### src/rtl/pipe_stage_skid.sv
// Generic pipeline-stage register: valid/ready handshake, 2-entry skid buffer, Tnew countdown, exception tag.
// Optional PIPE_STAGE_STATS_EN adds a saturating 32-bit stall_cnt output.
module pipe_stage_skid #(
   parameter int unsigned DATA_W   = 32,
   parameter int unsigned TNEW_W   = 2,
   parameter int unsigned TNEW_DEC = 1,
   parameter int unsigned CODE_W   = 5
) (
   input  logic              clk,
   input  logic              reset,
   input  logic              flush,
   input  logic              in_valid,
   output logic              in_ready,
   input  logic [DATA_W-1:0] in_data,
   input  logic [TNEW_W-1:0] in_tnew,
   input  logic              in_exc,
   input  logic [CODE_W-1:0] in_code,
   output logic              out_valid,
   input  logic              out_ready,
   output logic [DATA_W-1:0] out_data,
   output logic [TNEW_W-1:0] out_tnew,
   output logic              out_exc,
   output logic [CODE_W-1:0] out_code
`ifdef PIPE_STAGE_STATS_EN
   ,
   output logic [31:0]       stall_cnt
`endif
);

   typedef enum logic [1:0] {EMPTY, ONE, FULL} state_t;

   state_t            state;
   logic [DATA_W-1:0] skid_data;
   logic [TNEW_W-1:0] skid_tnew;
   logic              skid_exc;
   logic [CODE_W-1:0] skid_code;

   logic              take;
   logic              give;
   logic [TNEW_W-1:0] cap_tnew;
   logic [CODE_W-1:0] cap_code;

   assign in_ready = (state != FULL) && !reset;
   assign take     = in_valid && in_ready;
   assign give     = out_valid && out_ready;

   // Tnew is decremented once on entry and clamped at zero; entries keep it afterwards.
   always_comb begin
      cap_tnew = '0;
      if (32'(in_tnew) >= TNEW_DEC)
         cap_tnew = in_tnew - TNEW_W'(TNEW_DEC);
      cap_code = in_exc ? in_code : '0;
   end

   // Main entry registers are zeroed whenever the stage empties so bubbles present as NOPs.
   always_ff @(posedge clk) begin
      if (reset || flush) begin
         state     <= EMPTY;
         out_valid <= 1'b0;
         out_data  <= '0;
         out_tnew  <= '0;
         out_exc   <= 1'b0;
         out_code  <= '0;
         skid_data <= '0;
         skid_tnew <= '0;
         skid_exc  <= 1'b0;
         skid_code <= '0;
      end else begin
         case (state)
            EMPTY: begin
               if (take) begin
                  out_valid <= 1'b1;
                  out_data  <= in_data;
                  out_tnew  <= cap_tnew;
                  out_exc   <= in_exc;
                  out_code  <= cap_code;
                  state     <= ONE;
               end
            end
            ONE: begin
               if (take && give) begin
                  out_data <= in_data;
                  out_tnew <= cap_tnew;
                  out_exc  <= in_exc;
                  out_code <= cap_code;
               end else if (take) begin
                  skid_data <= in_data;
                  skid_tnew <= cap_tnew;
                  skid_exc  <= in_exc;
                  skid_code <= cap_code;
                  state     <= FULL;
               end else if (give) begin
                  out_valid <= 1'b0;
                  out_data  <= '0;
                  out_tnew  <= '0;
                  out_exc   <= 1'b0;
                  out_code  <= '0;
                  state     <= EMPTY;
               end
            end
            FULL: begin
               if (give) begin
                  out_data  <= skid_data;
                  out_tnew  <= skid_tnew;
                  out_exc   <= skid_exc;
                  out_code  <= skid_code;
                  skid_data <= '0;
                  skid_tnew <= '0;
                  skid_exc  <= 1'b0;
                  skid_code <= '0;
                  state     <= ONE;
               end
            end
            default: begin
               state     <= EMPTY;
               out_valid <= 1'b0;
            end
         endcase
      end
   end

`ifdef PIPE_STAGE_STATS_EN
   always_ff @(posedge clk) begin
      if (reset)
         stall_cnt <= '0;
      else if (out_valid && !out_ready && (stall_cnt != '1))
         stall_cnt <= stall_cnt + 32'd1;
   end
`endif

endmodule

### config.mk
export PLATFORM = sky130hd
export DESIGN_NAME = pipe_stage_skid
export DESIGN_NICKNAME = d
export VERILOG_FILES = /design/src/rtl/pipe_stage_skid.sv
export SDC_FILE = /design/constraint.sdc
export NUM_CORES = 1
export LEC_CHECK = 0
export CORE_ASPECT_RATIO = 1.1
export CORE_UTILIZATION = 35
export CTS_CLUSTER_DIAMETER = 120
export DETAILED_ROUTE_END_ITERATION = 6
export PLACE_DENSITY = 0.57
export SLEW_MARGIN = 10
export SYNTH_ARGS = -nofsm -noshare
export SYNTH_HDL_FRONTEND = slang
export SYNTH_SLANG_ARGS = --single-unit
export TNS_END_PERCENT = 1
### constraint.sdc
create_clock -name clk -period 5.33 [get_ports clk]
set_clock_uncertainty 0.1 [all_clocks]
set_input_delay 0.7995 -clock clk [delete_from_list [all_inputs] [get_ports clk]]
set_output_delay 0.7995 -clock clk [all_outputs]
set_load 0.03 [all_outputs]
* After elaboration in Yosys (flattened, before gate mapping)
Index checks and enable logic that the tools add are counted.
** Word-level totals
- Word-level logic and storage cells :: 80
- Register bits after elaboration :: 83
** Cells by class
- Equality and inequality tests :: 12
- Bitwise logic cells :: 1
- Reduce and logical (&&, ||, !) cells :: 13
- Muxes and demuxes :: 42
- $lt $le $gt $ge :: 1
- $add $sub $neg :: 1
** Operators with widths (number)
- $mux W32 :: 6
- $pmux W32 S3 :: 1
- $pmux W32 S2 :: 1
- $mux W5 :: 7
- $mux W2 :: 11
- $pmux W5 S3 :: 1
- $ne A2 B2 Y1 const B :: 7
- $pmux W2 S3 :: 2
- $pmux W5 S2 :: 1
- $reduce_and A5 Y1 :: 2
- $ne A3 B3 Y1 const B :: 3
- $mux W1 :: 8
- $reduce_and A4 Y1 :: 2
- $pmux W1 S3 :: 2
- $logic_and A1 B1 Y1 :: 4
- $pmux W2 S2 :: 1
- $reduce_bool A3 Y1 :: 1
- $eq A2 B1 Y1 const B :: 1
- $eq A2 B2 Y1 const B :: 1
- $ge A2 B1 Y1 const B :: 1
- $logic_not A2 Y1 :: 1
- $pmux W1 S2 :: 1
- $reduce_bool A2 Y1 :: 1
- $sub A2 B1 Y2 const B :: 1
- other kinds (3) :: 3

* Depth between registers and ports, before layout
Gate-level depths: netlist (run 1).
- Depth after elaboration :: 6
- Gate-level depth with buffers :: 9
- Depth with buffers taken out :: 6

* Worst setup path before layout (run 1)
OpenSTA, ideal clock, no wires.
- Path kind :: input port to flip-flop
- Start point :: input reset
- End point :: register out_data[10]
- Arrival :: 2.127 ns
- Data required time :: 5.110 ns
- Library setup time :: 0.120 ns
- Stages :: 7
- Setup slack :: 2.984 ns
- Cells stage by stage :: or3b_1 buf_6 a221o_1 buf_6 buf_8 a221oi_2 nor2_1
** Between the ends
- Word-level cells in the longest chain between the ends :: 6
- Elaborated cells on any way between the ends :: 11
- Those cells by class :: 3 x eq/ne; 2 x mux; 6 x reduce/logical
** Ends and longest elaborated chain
- from (decl) :: RTL line 10 : input logic reset,
- $logic_not A1 Y1 :: RTL line 43 : assign in_ready = (state != FULL) && !reset;
- $logic_and A1 B1 Y1 :: RTL line 43
- $logic_and A1 B1 Y1 :: RTL line 44 : assign take = in_valid && in_ready;
- $logic_and A1 B1 Y1 :: RTL line 81 : if (take && give) begin
- $ne A3 B3 Y1 (no line) or $mux W32 (tied branches)
- $reduce_and A5 Y1 (no line) or $pmux W32 S3 (tied branches)
- to (signal assigned) :: RTL line 73 : out_data <= in_data;
- to (signal assigned) :: RTL line 82 : out_data <= in_data;
- to (signal assigned) :: RTL line 103 : out_data <= skid_data;
- to (decl) :: RTL line 20 : output logic [DATA_W-1:0] out_data,
Parallel ways exist; a longest one is shown, timed or not.
A chain may end at the register's enable or synchronous reset.

* Worst setup path after layout (run 1)
- Start point :: input reset
- End point :: register out_code[3]
** Between the ends
- Word-level cells in the longest chain between the ends :: 6
- Elaborated cells on any way between the ends :: 11
- Those cells by class :: 3 x eq/ne; 2 x mux; 6 x reduce/logical
** Ends and longest elaborated chain
- $logic_not A1 Y1 :: RTL line 43
- $logic_and A1 B1 Y1 :: RTL line 43
- $logic_and A1 B1 Y1 :: RTL line 44
- $logic_and A1 B1 Y1 :: RTL line 81
- $ne A3 B3 Y1 (no line) or $mux W5 (tied branches)
- $reduce_and A5 Y1 (no line) or $pmux W5 S3 (tied branches)
- to (signal assigned) :: RTL line 76 : out_code <= cap_code;
- to (signal assigned) :: RTL line 85 : out_code <= cap_code;
- to (signal assigned) :: RTL line 106 : out_code <= skid_code;
- to (decl) :: RTL line 23 : output logic [CODE_W-1:0] out_code
Parallel ways exist; a longest one is shown, timed or not.

==> results of run 1 <==
==> stage by stage <==
stage / hold slack, ns / util / std cells / total power (µW)
after global routing: 0.388 / 0.475 / 613 / 1600
final: 0.367 / 0.475 / 613 / 1550
after CTS: 0.369 / 0.475 / 613 / 1560
after global placement: 0.352 / 0.444 / 597 / 880
after detailed placement: 0.358 / 0.444 / 597 / 881
after floorplan: 0.348 / - / 406 / 794
==> worst paths after layout <==
check	startpoint	end	slack (ns)
worst max-delay path	reset	out_code[3]	2.00
worst min-delay path	skid_code[2]	skid_code[2]	0.37
worst max register to register	state[0]	out_code[3]	2.27
worst min register to register	skid_code[2]	skid_code[2]	0.37
==> final cells by class <==
class	instances	area [µm²]	area share
clock buffers	12	256	0.0517
clock inverters	4	72.6	0.0146
inverters	2	7.51	0.00151
multi-input cells	277	1880	0.379
flip-flops and latches	83	1660	0.335
well taps	143	179	0.0361
repair buffers	92	906	0.183
==> metal layers <==
metal	vias up	wire length (µm)
li1	1625	-
met1	1613	5000
met2	96	4920
met3	8	501
met4	0	131
met5	-	0
==> power breakdown <==
part	total, µW	leakage, µW	switching (µW)	internal [µW]
sequential	649	0.000672	10.3	638
clock	678	0.000159	243	435
combinational	219	0.000805	125	93.8
total	1550	0.00164	378	1170
==> sequential cells by signal (all words and copies together), names as in the netlist <==
register	flops
state	2
out_data	32
out_tnew	2
out_code	5
skid_data	32
skid_code	5
skid_tnew	2
out_exc	1
skid_exc	1
out_valid	1
==> critical path: stages <==
cell	delay, ns
clkdlybuf4s50_1	0.53
or3b_1	0.55
a221oi_4	0.96
buf_4	0.38
o21ai_0	0.11
a21oi_1	0.15
==> cell usage after synthesis, drive strengths merged <==
| library cell | count | area (µm²) |
|---|---|---|
| dfxtp | 83 | 1660 |
| a21oi | 48 | 240 |
| nand3 | 47 | 235 |
| o21ai | 42 | 210 |
| nor2 | 40 | 150 |
| a221oi | 34 | 497 |
| nand3b | 33 | 248 |
| clkbuf | 31 | 119 |
| buf | 13 | 121 |
| a32oi | 6 | 52.6 |
| ha | 4 | 50.1 |
| nand2 | 4 | 15.0 |
| inv | 2 | 7.51 |
| nand4b | 2 | 17.5 |
| or2 | 2 | 12.5 |
| a211oi | 1 | 7.51 |
| a221o | 1 | 10.0 |
| a22o | 1 | 10.0 |
| a22oi | 1 | 7.51 |
| a311o | 1 | 10.0 |
| and2 | 1 | 7.51 |
| and3 | 1 | 6.26 |
| maj3 | 1 | 10.0 |
| mux2i | 1 | 10.0 |
| nand2b | 1 | 6.26 |
| nor2b | 1 | 6.26 |
| nor3b | 1 | 7.51 |
| or3 | 1 | 6.26 |
| or3b | 1 | 8.76 |
| or4b | 1 | 10.0 |
==> logic make-up (layout without fill, tap and decap cells) <==
kind of cell	after synthesis	after routing	synth area share
muxes	1	1	0.00266
AOI/OAI and AO/OA	135	135	0.278
DFF	83	83	0.442
and+or+nand+nor	136	136	0.196
buffers and inverters	46	110	0.0659
adders and majority gates	5	5	0.0160
==> results.md, run 1 <==
- Data arrival time of the critical path: 3.48 ns
- Synth unique cells: 39
- Met3 Use GR: 0.0277
- DIE HEIGHT: 111 µm
- Power Density: 312 mW/mm²
- CP max FO: 27
- Total GRT Usage: 0.195
- Mapped Area: 0.00376 mm²
- Antenna violation net count after detailed routing: 0
- Initial antenna violation count: 0
- Peak VDD IR: 0.186 mV
- Root Buffer: clkbuf_16
- Syn_nets: 455
- Post-CTS setup buffer count: 0
- Number of H-tree levels: 3
- Final GP Congestion: 0.750
- Gr busiest metal: met2
- Clock Sinks: 83
- Placed inst area: 0.00463 mm²
- Most frequent cells in the layout: 86 x clkdlybuf4s50_1, 83 x dfxtp_1, 48 x a21oi_1
- Setup CP Type: input port to flip-flop
- Final period util: 0.624
- DRT Pass-1 Iters: 4
- Buffers on Ports: 86
- Area Growth Syn to Fin: 31.9%
- R2r worst-path depth: 8
- Final nets: 514
- Remaining Overflow, GRT: 0
- CTS tree: built
- Mean Syn Cell Area: 9.26 µm²
- Critical Path RT: 5.49 ns
- Die W: 101 µm
- Core area: 0.0104 mm²
- Fillers: 1043
- Total wire length: 10.5 mm
- Setup TNS: 0 ns
- Top Ports: 87
- Drt drc: 0
- First-pass GRT wire length: 17.3 mm
- Met1 GRT Util: 0.280
- Post-synthesis register bit count: 83
- Leak: 0.00164 µW
- Worst setup EP type: flip-flop
- Hold Vio Cnt, Final: 0
- Fmax: 0.301 GHz
- Cells after Synth: 406
- Resized Gates After CTS: 0
- Worst-Margin Slew: 1.14 ns
- Clk_lat worst skew: 0.33 ns
- Total CTS buffers: 9
- Final instance area: 0.00496 mm²
- Worst hold path stage count: 2
- Met2 usage: 0.301
- Initial DRC Count: 237
- Via/cell ratio: 5.45
- Vias in the first global route: 3330
- Routed WL per cell: 17.2 µm
- Clk buf depth: 2
- Final setup violation count: 0
- Placement Setup Slack: 1.69 ns
- Hold-fix buffers, CTS: 0
- Row Count: 39
- Ant diodes: 0
- Die area: 0.0112 mm²
- Outcome: finished, final reports clean
- Commonest non-fill, non-tap cell in the layout: clkdlybuf4s50_1
- Synth warn: 0
- Clk pin slew, worst setup/hold paths: 0.06 ns
- RSZ-0062 raised after global routing: false
- Sequential share of the synthesized area: 0.442
- Layout cells sized above 1: 0.130
- Final Max Slew Viols: 0
- Largest net degree at the start of global routing: 44
- Crit start category: input port
- # Max-Cap Violations: 0
- Initial Utilization: 0.360
- Post-route setup slack: 2.00 ns
- DR vias: 3342
- Hold Crit Class: flip-flop to flip-flop
- Minimum clock period: 3.33 ns
- Relative slew slack: 0.241
- Hpwl dp: 6.05 mm
(Power assumes the default switching activity.)
==> run 2: changes to the inputs <==
==> constraint.sdc (replaced) <==
create_clock -name clk -period 3.1 [get_ports clk]
set_clock_uncertainty 0.1 [all_clocks]
set_input_delay 0.465 -clock clk [delete_from_list [all_inputs] [get_ports clk]]
set_output_delay 0.465 -clock clk [all_outputs]
set_load 0.03 [all_outputs]
==> results.md, run 2 (synthesis gave the netlist of run 1 again) <==
- Outcome: finished, final reports clean
- Final nets: 518 (+0.78%)
- Final Max Slew Viols: 0 (unchanged)
- Final setup violation count: 0 (unchanged)
- Commonest non-fill, non-tap cell in the layout: clkdlybuf4s50_1
- Fmax: 0.387 GHz
- Data arrival time of the critical path: 2.75 ns (-0.73 ns)
- CTS tree: built
- Relative slew slack: 0.246 (+0.00556)
- Post-route setup slack: 0.514 ns (-1.49 ns)
- Initial DRC Count: 130 (-45%)
- Die area: 0.0112 mm² (unchanged)
- Sequential cell area: 0.00166 mm² (unchanged)
- Final GP Congestion: 0.746 (-0.48%)
- Row Count: 39 (unchanged)
- Ant diodes: 0 (unchanged)
- CP max stage cell: and2_2
- Total GRT Usage: 0.185 (-0.0103)
- Hpwl dp: 6.09 mm (+0.77%)
- Peak VDD IR: 0.280 mV (+51%)
- Leak: 0.00166 µW (+1.2%)
- Top cell family by delay on the critical path: simple AND/OR/NAND/NOR gates
- Top Registers: out_data (32), skid_data (32)
- Resized Gates After CTS: 0 (unchanged)
- Routed WL per cell: 16.6 µm (-3.3%)
- Remaining Overflow, GRT: 0 (unchanged)
- Minimum clock period: 2.59 ns
- Power Density: 524 mW/mm² (+68%)
- Total wire length: 10.3 mm (-2.7%)
- Initial antenna violation count: 0 (unchanged)
- Hold-fix buffers, CTS: 0 (unchanged)
- Core area: 0.0104 mm² (unchanged)
- DIE HEIGHT: 111 µm (unchanged)
- CP bufs+invs: 2 (unchanged)
- Initial Utilization: 0.360 (unchanged)
- Met2 usage: 0.289 (-0.0119)
- Area of the multi-input gates: 0.00188 mm² (unchanged)
- RSZ-0062 raised after global routing: false
- Most frequent cells in the layout: 86 x clkdlybuf4s50_1, 83 x dfxtp_1, 48 x a21oi_1
- Worst setup EP type: flip-flop
- DRT Pass-1 Iters: 4 (unchanged)
- DR vias: 3305 (-1.1%)
- Clk_lat worst skew: 0.33 ns (about the same)
- Worst-path cell chain: inv_1 > ha_1 > buf_4 > and2_2 > a32oi_1 > a21oi_1
- # Max-Cap Violations: 0 (unchanged)
- Worst-Margin Slew: 1.13 ns (-0.00834 ns)
- Final period util: 0.834
- Largest net degree at the start of global routing: 43 (-2.3%)
- CP max FO: 40 (+48%)
- Number of H-tree levels: 3 (unchanged)
- Hold Crit Class: flip-flop to flip-flop
- Met1 GRT Util: 0.256 (-0.0243)
- Total CTS buffers: 9 (unchanged)
- First-pass GRT wire length: 16.3 mm (-5.7%)
- Setup CP Type: flip-flop to flip-flop
- Placement Setup Slack: 0.403 ns (-1.28 ns)
- Critical Path RT: 3.26 ns (-2.23 ns)
- Top Ports: 87 (unchanged)
- Met3 Use GR: 0.0271 (-0.000631)
- Crit start category: flip-flop
- Hold Vio Cnt, Final: 0 (unchanged)
- Clk pin slew, worst setup/hold paths: 0.06 ns (about the same)
- Total power: 2620 µW (+69%)
- Antenna violation net count after detailed routing: 0 (unchanged)
- Clock Sinks: 83 (unchanged)
- Critical path's largest stage delay: 0.97 ns (about the same)
- Root Buffer: clkbuf_16
- Layout cells sized above 1: 0.135 (+0.00523)
- Clk buf depth: 2 (unchanged)
- Die W: 101 µm (unchanged)
- Fillers: 1018 (-2.4%)
- Drt drc: 0 (unchanged)
- Via/cell ratio: 5.36 (-1.7%)
- Gr busiest metal: met2
- Area Growth Syn to Fin: 32.9%
- Buffers on Ports: 86 (unchanged)
- Post-CTS setup buffer count: 0 (unchanged)
- Setup TNS: 0 ns (unchanged)
- Vias in the first global route: 3209 (-3.6%)
==> run 2: power breakdown <==
part | total [µW] | switching, µW | internal (µW)
logic | 384 | 217 | 167
registers | 1110 | 16.5 | 1100
clock network | 1120 | 417 | 703
total | 2620 | 650 | 1970
==> run 2: worst paths after layout <==
kind | from | to | slack (ns) | cells past startpoint
max reg2reg | state[0] | out_code[0] | 0.51 | 6
min reg2reg | skid_data[11] | skid_data[11] | 0.37 | 2
min | skid_data[11] | skid_data[11] | 0.37 | 2
max | state[0] | out_code[0] | 0.51 | 6
==> run 2: metal layers <==
layer	routed length, µm	share of wire
met5	0	0
met4	118	0.011
met3	482	0.047
met2	4800	0.47
met1	4870	0.47
==> run 2: final cells by class <==
class / count / share of cell area
inverters: 2 / 0.00150
well taps: 143 / 0.0358
clock inverters: 5 / 0.0155
multi-input cells: 277 / 0.376
repair buffers: 96 / 0.192
clock buffers: 11 / 0.0466
flip-flops and latches: 83 / 0.332
==> run 2: worst register-to-register path: cells and delay by family, from the launching register on <==
family / cells / cell delay, ns
AO/OA/AOI/OAI: 2 / 0.40
adder cells (fa/ha/maj): 1 / 0.25
flip-flops: 1 / 0.33
AND/OR/NAND/NOR: 1 / 0.98
buffers and inverters: 2 / 0.46
==> run 2: per-stage QoR <==
stage               area (µm²)   util  cells  hold WS (ns)
floorplan                 3760      -    406         0.348
global placement          4690  0.449    601         0.354
detailed placement        4690  0.449    601         0.360
CTS                       5000  0.479    617         0.369
global route              5000  0.479    617         0.389
finish                    5000  0.479    617         0.370
